### config.mk
export PLATFORM = sky130hd
export DESIGN_NAME = store_buffer_flat
export DESIGN_NICKNAME = d
export VERILOG_FILES = /design/src/rtl/store_buffer_if.sv /design/src/rtl/store_buffer.sv /design/src/flat_wrapper.sv
export SDC_FILE = /design/constraint.sdc
export NUM_CORES = 1
export LEC_CHECK = 0
export ABC_AREA = 1
export ABC_CLOCK_PERIOD_IN_PS = 6400
export CORE_MARGIN = 2
export CORE_UTILIZATION = 41
export CTS_BUF_LIST = sky130_fd_sc_hd__clkbuf_4 sky130_fd_sc_hd__clkbuf_8
export DETAILED_ROUTE_END_ITERATION = 10
export PLACE_DENSITY = 0.69
export SLEW_MARGIN = 20
export SYNTH_ARGS = -nofsm -noshare
export SYNTH_HDL_FRONTEND = slang
export SYNTH_SLANG_ARGS = --single-unit
### constraint.sdc
create_clock -name clk_i -period 6.4 [get_ports clk_i]
set_input_delay 1.6 -clock clk_i [delete_from_list [all_inputs] [get_ports clk_i]]
set_output_delay 1.6 -clock clk_i [all_outputs]
set_load 0.01 [all_outputs]
### src/rtl/store_buffer_if.sv
// store_buffer_if: commit, memory-drain and load-lookup signals of the store buffer
//   commit_*  : ROB commit port (valid, store flag, byte address, data, size)
//   full/empty/count : occupancy status
//   mem_*     : head entry request/grant towards data memory
//   ld_*      : MEM-stage forwarding lookup and its hit/data/conflict result
//   err_o     : sticky error flag
//   modport slave is the buffer, modport master is its environment
interface store_buffer_if #(
   parameter int DEPTH = 4,
   parameter int CNT_W = $clog2(DEPTH + 1)
);
   logic             commit_valid_i;
   logic             commit_store_i;
   logic [31:0]      commit_addr_i;
   logic [31:0]      commit_data_i;
   logic [1:0]       commit_size_i;
   logic             full_o;
   logic             empty_o;
   logic [CNT_W-1:0] count_o;
   logic             mem_req_o;
   logic [31:0]      mem_addr_o;
   logic [31:0]      mem_data_o;
   logic [3:0]       mem_be_o;
   logic             mem_gnt_i;
   logic             ld_valid_i;
   logic [31:0]      ld_addr_i;
   logic [1:0]       ld_size_i;
   logic             ld_hit_o;
   logic [31:0]      ld_data_o;
   logic             ld_conflict_o;
   logic             err_o;
   modport slave (
      input  commit_valid_i, commit_store_i, commit_addr_i, commit_data_i, commit_size_i,
      input  mem_gnt_i, ld_valid_i, ld_addr_i, ld_size_i,
      output full_o, empty_o, count_o, mem_req_o, mem_addr_o, mem_data_o, mem_be_o,
      output ld_hit_o, ld_data_o, ld_conflict_o, err_o
   );
   modport master (
      output commit_valid_i, commit_store_i, commit_addr_i, commit_data_i, commit_size_i,
      output mem_gnt_i, ld_valid_i, ld_addr_i, ld_size_i,
      input  full_o, empty_o, count_o, mem_req_o, mem_addr_o, mem_data_o, mem_be_o,
      input  ld_hit_o, ld_data_o, ld_conflict_o, err_o
   );
endinterface

### src/rtl/store_buffer.sv
// store_buffer: in-order FIFO of committed stores with memory drain and load forwarding
//   clk_i  : clock
//   rstn_i : synchronous active-low reset
//   sb     : store_buffer_if.slave (commit port, memory request/grant, load lookup, status)
module store_buffer #(
   parameter int DEPTH = 4,
   parameter int CNT_W = $clog2(DEPTH + 1)
) (
   input logic           clk_i,
   input logic           rstn_i,
   store_buffer_if.slave sb
);
   localparam int PTR_W = $clog2(DEPTH);
   function automatic logic [3:0] be_of(input logic [1:0] a, input logic [1:0] sz);
      return sz == 2'd0 ? 4'b0001 << a : sz == 2'd1 ? (a[1] ? 4'b1100 : 4'b0011) : 4'b1111;
   endfunction
   function automatic logic [31:0] lane(input logic [1:0] sz, input logic [31:0] d);
      return sz == 2'd0 ? {4{d[7:0]}} : sz == 2'd1 ? {2{d[15:0]}} : d;
   endfunction
   function automatic logic bad(input logic [1:0] a, input logic [1:0] sz);
      return sz == 2'd3 || (sz == 2'd1 && a[0]) || (sz == 2'd2 && a != 2'd0);
   endfunction
   logic [29:0]      addr_q [DEPTH];
   logic [31:0]      data_q [DEPTH];
   logic [3:0]       be_q   [DEPTH];
   logic [DEPTH-1:0] valid_q;
   logic [PTR_W-1:0] head_q, tail_q, idx, yng;
   logic [CNT_W-1:0] count_q;
   logic             err_q, attempt, push, pop, full, empty, found, overlap, ld_bad, hit;
   logic [3:0]       ld_be;
   assign full    = count_q == CNT_W'(DEPTH);
   assign empty   = count_q == '0;
   assign attempt = sb.commit_valid_i & sb.commit_store_i;
   assign push    = attempt & ~full & ~bad(sb.commit_addr_i[1:0], sb.commit_size_i);
   assign pop     = ~empty & sb.mem_gnt_i;
   always_ff @(posedge clk_i) begin
      if (!rstn_i) begin
         head_q  <= '0;
         tail_q  <= '0;
         count_q <= '0;
         valid_q <= '0;
         err_q   <= 1'b0;
      end else begin
         if (push) begin
            addr_q[tail_q]  <= sb.commit_addr_i[31:2];
            data_q[tail_q]  <= lane(sb.commit_size_i, sb.commit_data_i);
            be_q[tail_q]    <= be_of(sb.commit_addr_i[1:0], sb.commit_size_i);
            valid_q[tail_q] <= 1'b1;
            tail_q          <= tail_q + PTR_W'(1);
         end
         if (pop) begin
            valid_q[head_q] <= 1'b0;
            head_q          <= head_q + PTR_W'(1);
         end
         count_q <= count_q + CNT_W'(push) - CNT_W'(pop);
         if (attempt && !push) err_q <= 1'b1;
      end
   end
   assign ld_be  = be_of(sb.ld_addr_i[1:0], sb.ld_size_i);
   assign ld_bad = bad(sb.ld_addr_i[1:0], sb.ld_size_i);
   // Walk oldest to youngest so the last match seen is the youngest one.
   always_comb begin
      found   = 1'b0;
      overlap = 1'b0;
      yng     = '0;
      idx     = '0;
      for (int k = 0; k < DEPTH; k++) begin
         idx = head_q + PTR_W'(k);
         if (valid_q[idx] && addr_q[idx] == sb.ld_addr_i[31:2]) begin
            found   = 1'b1;
            yng     = idx;
            overlap = overlap | (|(be_q[idx] & ld_be));
         end
      end
      hit = sb.ld_valid_i & found & ~ld_bad & ((be_q[yng] & ld_be) == ld_be);
   end
   assign sb.ld_hit_o      = hit;
   assign sb.ld_data_o     = hit ? data_q[yng] : '0;
   assign sb.ld_conflict_o = sb.ld_valid_i & ~hit & (ld_bad ? found : overlap);
   assign sb.full_o        = full;
   assign sb.empty_o       = empty;
   assign sb.count_o       = count_q;
   assign sb.err_o         = err_q;
   assign sb.mem_req_o     = ~empty;
   assign sb.mem_addr_o    = empty ? '0 : {addr_q[head_q], 2'b00};
   assign sb.mem_data_o    = empty ? '0 : data_q[head_q];
   assign sb.mem_be_o      = empty ? '0 : be_q[head_q];
endmodule
### src/flat_wrapper.sv
// flat-port wrapper written by rule: the top's interface ports become plain ports
module store_buffer_flat 
#(
   parameter int DEPTH = 4,
   parameter int CNT_W = $clog2(DEPTH + 1)
)
  (clk_i, rstn_i, sb_commit_valid_i, sb_commit_store_i, sb_commit_addr_i, sb_commit_data_i, sb_commit_size_i, sb_mem_gnt_i, sb_ld_valid_i, sb_ld_addr_i, sb_ld_size_i, sb_full_o, sb_empty_o, sb_count_o, sb_mem_req_o, sb_mem_addr_o, sb_mem_data_o, sb_mem_be_o, sb_ld_hit_o, sb_ld_data_o, sb_ld_conflict_o, sb_err_o);
  store_buffer_if #(.DEPTH(DEPTH), .CNT_W(CNT_W)) sb_i ();
  input logic clk_i;
  input logic rstn_i;
  input wire logic [$bits(sb_i.commit_valid_i)-1:0] sb_commit_valid_i;
  input wire logic [$bits(sb_i.commit_store_i)-1:0] sb_commit_store_i;
  input wire logic [$bits(sb_i.commit_addr_i)-1:0] sb_commit_addr_i;
  input wire logic [$bits(sb_i.commit_data_i)-1:0] sb_commit_data_i;
  input wire logic [$bits(sb_i.commit_size_i)-1:0] sb_commit_size_i;
  input wire logic [$bits(sb_i.mem_gnt_i)-1:0] sb_mem_gnt_i;
  input wire logic [$bits(sb_i.ld_valid_i)-1:0] sb_ld_valid_i;
  input wire logic [$bits(sb_i.ld_addr_i)-1:0] sb_ld_addr_i;
  input wire logic [$bits(sb_i.ld_size_i)-1:0] sb_ld_size_i;
  output wire logic [$bits(sb_i.full_o)-1:0] sb_full_o;
  output wire logic [$bits(sb_i.empty_o)-1:0] sb_empty_o;
  output wire logic [$bits(sb_i.count_o)-1:0] sb_count_o;
  output wire logic [$bits(sb_i.mem_req_o)-1:0] sb_mem_req_o;
  output wire logic [$bits(sb_i.mem_addr_o)-1:0] sb_mem_addr_o;
  output wire logic [$bits(sb_i.mem_data_o)-1:0] sb_mem_data_o;
  output wire logic [$bits(sb_i.mem_be_o)-1:0] sb_mem_be_o;
  output wire logic [$bits(sb_i.ld_hit_o)-1:0] sb_ld_hit_o;
  output wire logic [$bits(sb_i.ld_data_o)-1:0] sb_ld_data_o;
  output wire logic [$bits(sb_i.ld_conflict_o)-1:0] sb_ld_conflict_o;
  output wire logic [$bits(sb_i.err_o)-1:0] sb_err_o;
  assign sb_i.commit_valid_i = sb_commit_valid_i;
  assign sb_i.commit_store_i = sb_commit_store_i;
  assign sb_i.commit_addr_i = sb_commit_addr_i;
  assign sb_i.commit_data_i = sb_commit_data_i;
  assign sb_i.commit_size_i = sb_commit_size_i;
  assign sb_i.mem_gnt_i = sb_mem_gnt_i;
  assign sb_i.ld_valid_i = sb_ld_valid_i;
  assign sb_i.ld_addr_i = sb_ld_addr_i;
  assign sb_i.ld_size_i = sb_ld_size_i;
  assign sb_full_o = sb_i.full_o;
  assign sb_empty_o = sb_i.empty_o;
  assign sb_count_o = sb_i.count_o;
  assign sb_mem_req_o = sb_i.mem_req_o;
  assign sb_mem_addr_o = sb_i.mem_addr_o;
  assign sb_mem_data_o = sb_i.mem_data_o;
  assign sb_mem_be_o = sb_i.mem_be_o;
  assign sb_ld_hit_o = sb_i.ld_hit_o;
  assign sb_ld_data_o = sb_i.ld_data_o;
  assign sb_ld_conflict_o = sb_i.ld_conflict_o;
  assign sb_err_o = sb_i.err_o;
  store_buffer #(.DEPTH(DEPTH), .CNT_W(CNT_W)) u_core (.clk_i(clk_i), .rstn_i(rstn_i), .sb(sb_i));
endmodule
==> summary.md <==
| Metric | Value |
|---|---|
| Status | complete, no violations |
| DR vias | 20660 |
| Final wirelength | 73990 um |
| Largest net degree at the start of global routing | 145 |
| Max_slew headroom | 43.80% |
| DP Worst Slack | -0.3527 ns |
| Fin crit period | 6.317 ns |
| Worst Setup Start Kind | primary input |
| Cell count of the worst hold path | 2 |
| Placed inst area | 22830 um^2 |
| HPWL Detailed | 53270 um |
| Most frequent cells in the layout | 1104 x nand2_1, 405 x nand3_1, 264 x edfxtp_1, 180 x inv_1, 161 x clkdlybuf4s50_1 |
| Power, Total | 8.811 mW |
| Reg2reg start | u_core.sb.count_o[2]$_SDFF_PN0_ |
| Leakage power total | 10.87 nW |
| Fraction of layout cells with a size suffix above 1 | 14.12% |
| Cell Pwr Density | 359.3 nW/um^2 |
| Initial antenna violation count | 3 |
| DR vias/cell | 5.609 |
| Total GRT Usage | 28.72% |
| Final setup vio count | 0 |
| CTS Buffer Depth | 3 |
| Router iterations before antenna repair | 8 |
| Hold worst-path end | u_core.sb.err_o$_SDFFE_PN0P_ |
| 1st-iter DRT viols | 2349 |
| RSZ-0062 raised after global routing | true |
| Area of the die | 48950 um^2 |
| Clk_skew | 0.02117 ns |
| Die Ht | 221.2 um |
| Final Cell Area | 24520 um^2 |
| Worst EP arrival | 4.72 ns |
| #FFs+latches synth | 278 |
| Routed len/inst | 20.09 um |
| EDFF count, synth | 264 |
| # rows | 79 |
| Max-Cap Viols | 0 |
| CTS Buf Count | 48 |
| Actual slew at the worst max-slew pin | 0.8430 ns |
| Top Ports | 215 |
| DRC | 0 |
| Ys async rst share | 0% |
| Crit Path Category | in -> out |
| Gate Count Post-Synth | 2739 |
| Worst Path Required | 4.80 ns |
| Final Instance Count excl. Fillers | 3683 |
| R2R depth | 13 |
| Number of hold violations in the final report | 0 |
| Final Util | 52.67% |
| Gp weighted congestion | 1.013 |
| CP max FO | 7 |
| Post-CTS Hold Fix Bufs | 0 |
| Clock Latency Late Sink | 0.65 ns |
| Root Buffer | clkbuf_8 |
| Initial Utilization | 41.56% |
| Die width | 221.2 um |
| Number of global-route vias before repair | 19010 |
| Setup slack after layout | 0.08255 ns |
| CTS sink cnt | 278 |
| Reg-to-reg endpoint | u_core.sb.count_o[2]$_SDFF_PN0_ |
| R2R Setup Slk | 3.70 ns |
| First-pass GRT wire length | 110000 um |
| Area Growth Syn to Fin | 26.72% |
| Hold Startpoint | u_core.sb.err_o$_SDFFE_PN0P_ |
| Final Max Tran Viols | 0 |
| Clock Pin Slew Worst Setup and Hold Paths | 0.07 ns |
| Seq/Total Area, Yosys | 42.42% |
| ANT nets after route | 0 |
| Highest Clock Rate | 0.1583 GHz |
| Primary FF master, synth | edfxtp_1 |
| Worst Hold Class | reg -> reg |
| Core ar. | 46560 um^2 |
| Most common cell after layout, fill and taps aside | nand2_1 |
| Syn Std Cell Area | 19350 um^2 |
| Placed instance count | 3571 |
| Synthesis warning total | 0 |
| H-tree depth | 2 |
| Buffers on Ports | 212 |
| GR Overflow Total | 0 |
| Maximum vdd drop | 0.7664 mV |
| Crit path capture type | output pin |
| Syn avg cell area | 7.065 um^2 |
| Netlist cell types | 43 |
| Layout Nets | 3151 |
| Period utilization | 98.71% |
| TritonCTS clock tree | done |
-- state kept, by name, indices dropped and copies added (netlist names), named ones only --
name               count
u_core.head_q          2
u_core.data_q        128
u_core.addr_q        120
u_core.sb.err_o        1
u_core.sb.count_o      3
u_core.valid_q         4
u_core.tail_q          2
u_core.be_q           16
-- area by class of cell --
class	count	area [um^2]
clock inverters	34	330.3
clock buffers	56	720.7
fillers	4434	22040
multi-input cells	2131	10060
flip-flops and latches	278	8219
repair buffers	382	3695
inverters	193	726.9
well taps	607	759.5
diodes	2	5.005
-- synth_stat cells (all sizes together) (2+ instances only) --
cell type | count | area, um^2
and3 | 2 | 12.51
a311oi | 2 | 17.52
o211ai | 65 | 488.0
inv | 191 | 719.4
nor2 | 192 | 730.7
nand3 | 434 | 2187
nand4 | 7 | 43.79
ha | 10 | 125.1
a32o | 2 | 20.02
clkbuf | 41 | 153.9
dfxtp | 14 | 280.3
edfxtp | 264 | 7928
a211oi | 4 | 30.03
o21ai | 92 | 460.4
nand3b | 5 | 37.54
nand2 | 1135 | 4280
a21oi | 127 | 688.2
a31oi | 2 | 12.51
clkinv | 2 | 7.510
nor3 | 36 | 330.3
buf | 97 | 658.1
mux2i | 6 | 60.06
-- worst max-delay path, stage by stage --
cell and delay [ns]:
clkdlybuf4s50_1 0.47, buf_6 0.14, inv_2 0.07, nand3_2 0.12, nand2_1 0.06, nor2_1 0.21
nand2_1 0.10, nor2_2 0.12, nand2_2 0.10, nor2_2 0.13, nor2_1 0.05, nor2_1 0.10
nand2_2 0.14, nand2_4 0.11, nand2_1 0.05, nand2_1 0.06, nand2_1 0.05, nand3_1 0.13
nand3_4 0.20, buf_12 0.22, buf_4 0.14, nor3_4 0.15, buf_2 0.17
-- per-layer routing --
metal	global-route usage (%)	part of all wire, %	up-vias
met1	40.06	42	9705
met5	0	0.022	-
met2	45.19	45	1082
met4	11.00	3.7	2
li1	-	-	9699
met3	4.037	8.8	171
-- cells by family after synthesis --
group | count (synthesis) | share of synthesized area (%)
xor+xnor | 2 | 0.09054
flops | 278 | 42.42
mux | 6 | 0.3104
compound gates | 297 | 8.988
other cells | 1 | 0.01938
buf+inv | 331 | 7.954
simple gates | 1813 | 39.47
fa+ha+maj | 11 | 0.7501
-- power breakdown --
group	internal, mW	total, mW	switching (mW)	leakage (nW)
Sequential	2.04	2.08	0.0377	2.49
Combinational	1.73	4.94	3.21	7.83
Clock	1.01	1.80	0.789	0.550
Total	4.78	8.81	4.03	10.9
-- stage by stage --
stage               setup TNS (ns)  hold WS [ns]
floorplan                        0        0.4897
global placement            -9.386        0.4501
detailed placement          -10.02        0.4599
CTS                              0        0.4781
global route               -0.7492        0.5386
finish                           0        0.4739
-- worst max path at each step --
stage	startpoint	to	slack, ns
2_1_floorplan	sb_commit_addr_i[1]	u_core.addr_q[0][0]$_DFFE_PP_	0.90
3_3_place_gp	sb_ld_addr_i[12]	sb_ld_data_o[8]	-0.34
3_5_place_dp	sb_ld_addr_i[12]	sb_ld_data_o[29]	-0.35
4_1_cts	sb_ld_addr_i[25]	sb_ld_data_o[6]	0.003
5_1_grt	sb_ld_addr_i[13]	sb_ld_data_o[8]	-0.09
6_report	sb_ld_addr_i[13]	sb_ld_data_o[8]	0.08
-- what timing repair did --
action | 4_1_cts | 5_1_grt
endpoints found under the setup margin | 34 | 34
pin swaps | 0 | 21
gates cloned | 1 | 4
gates resized for setup | 65 | 151
buffers inserted | 1 | 14
(Power assumes the default switching activity.)
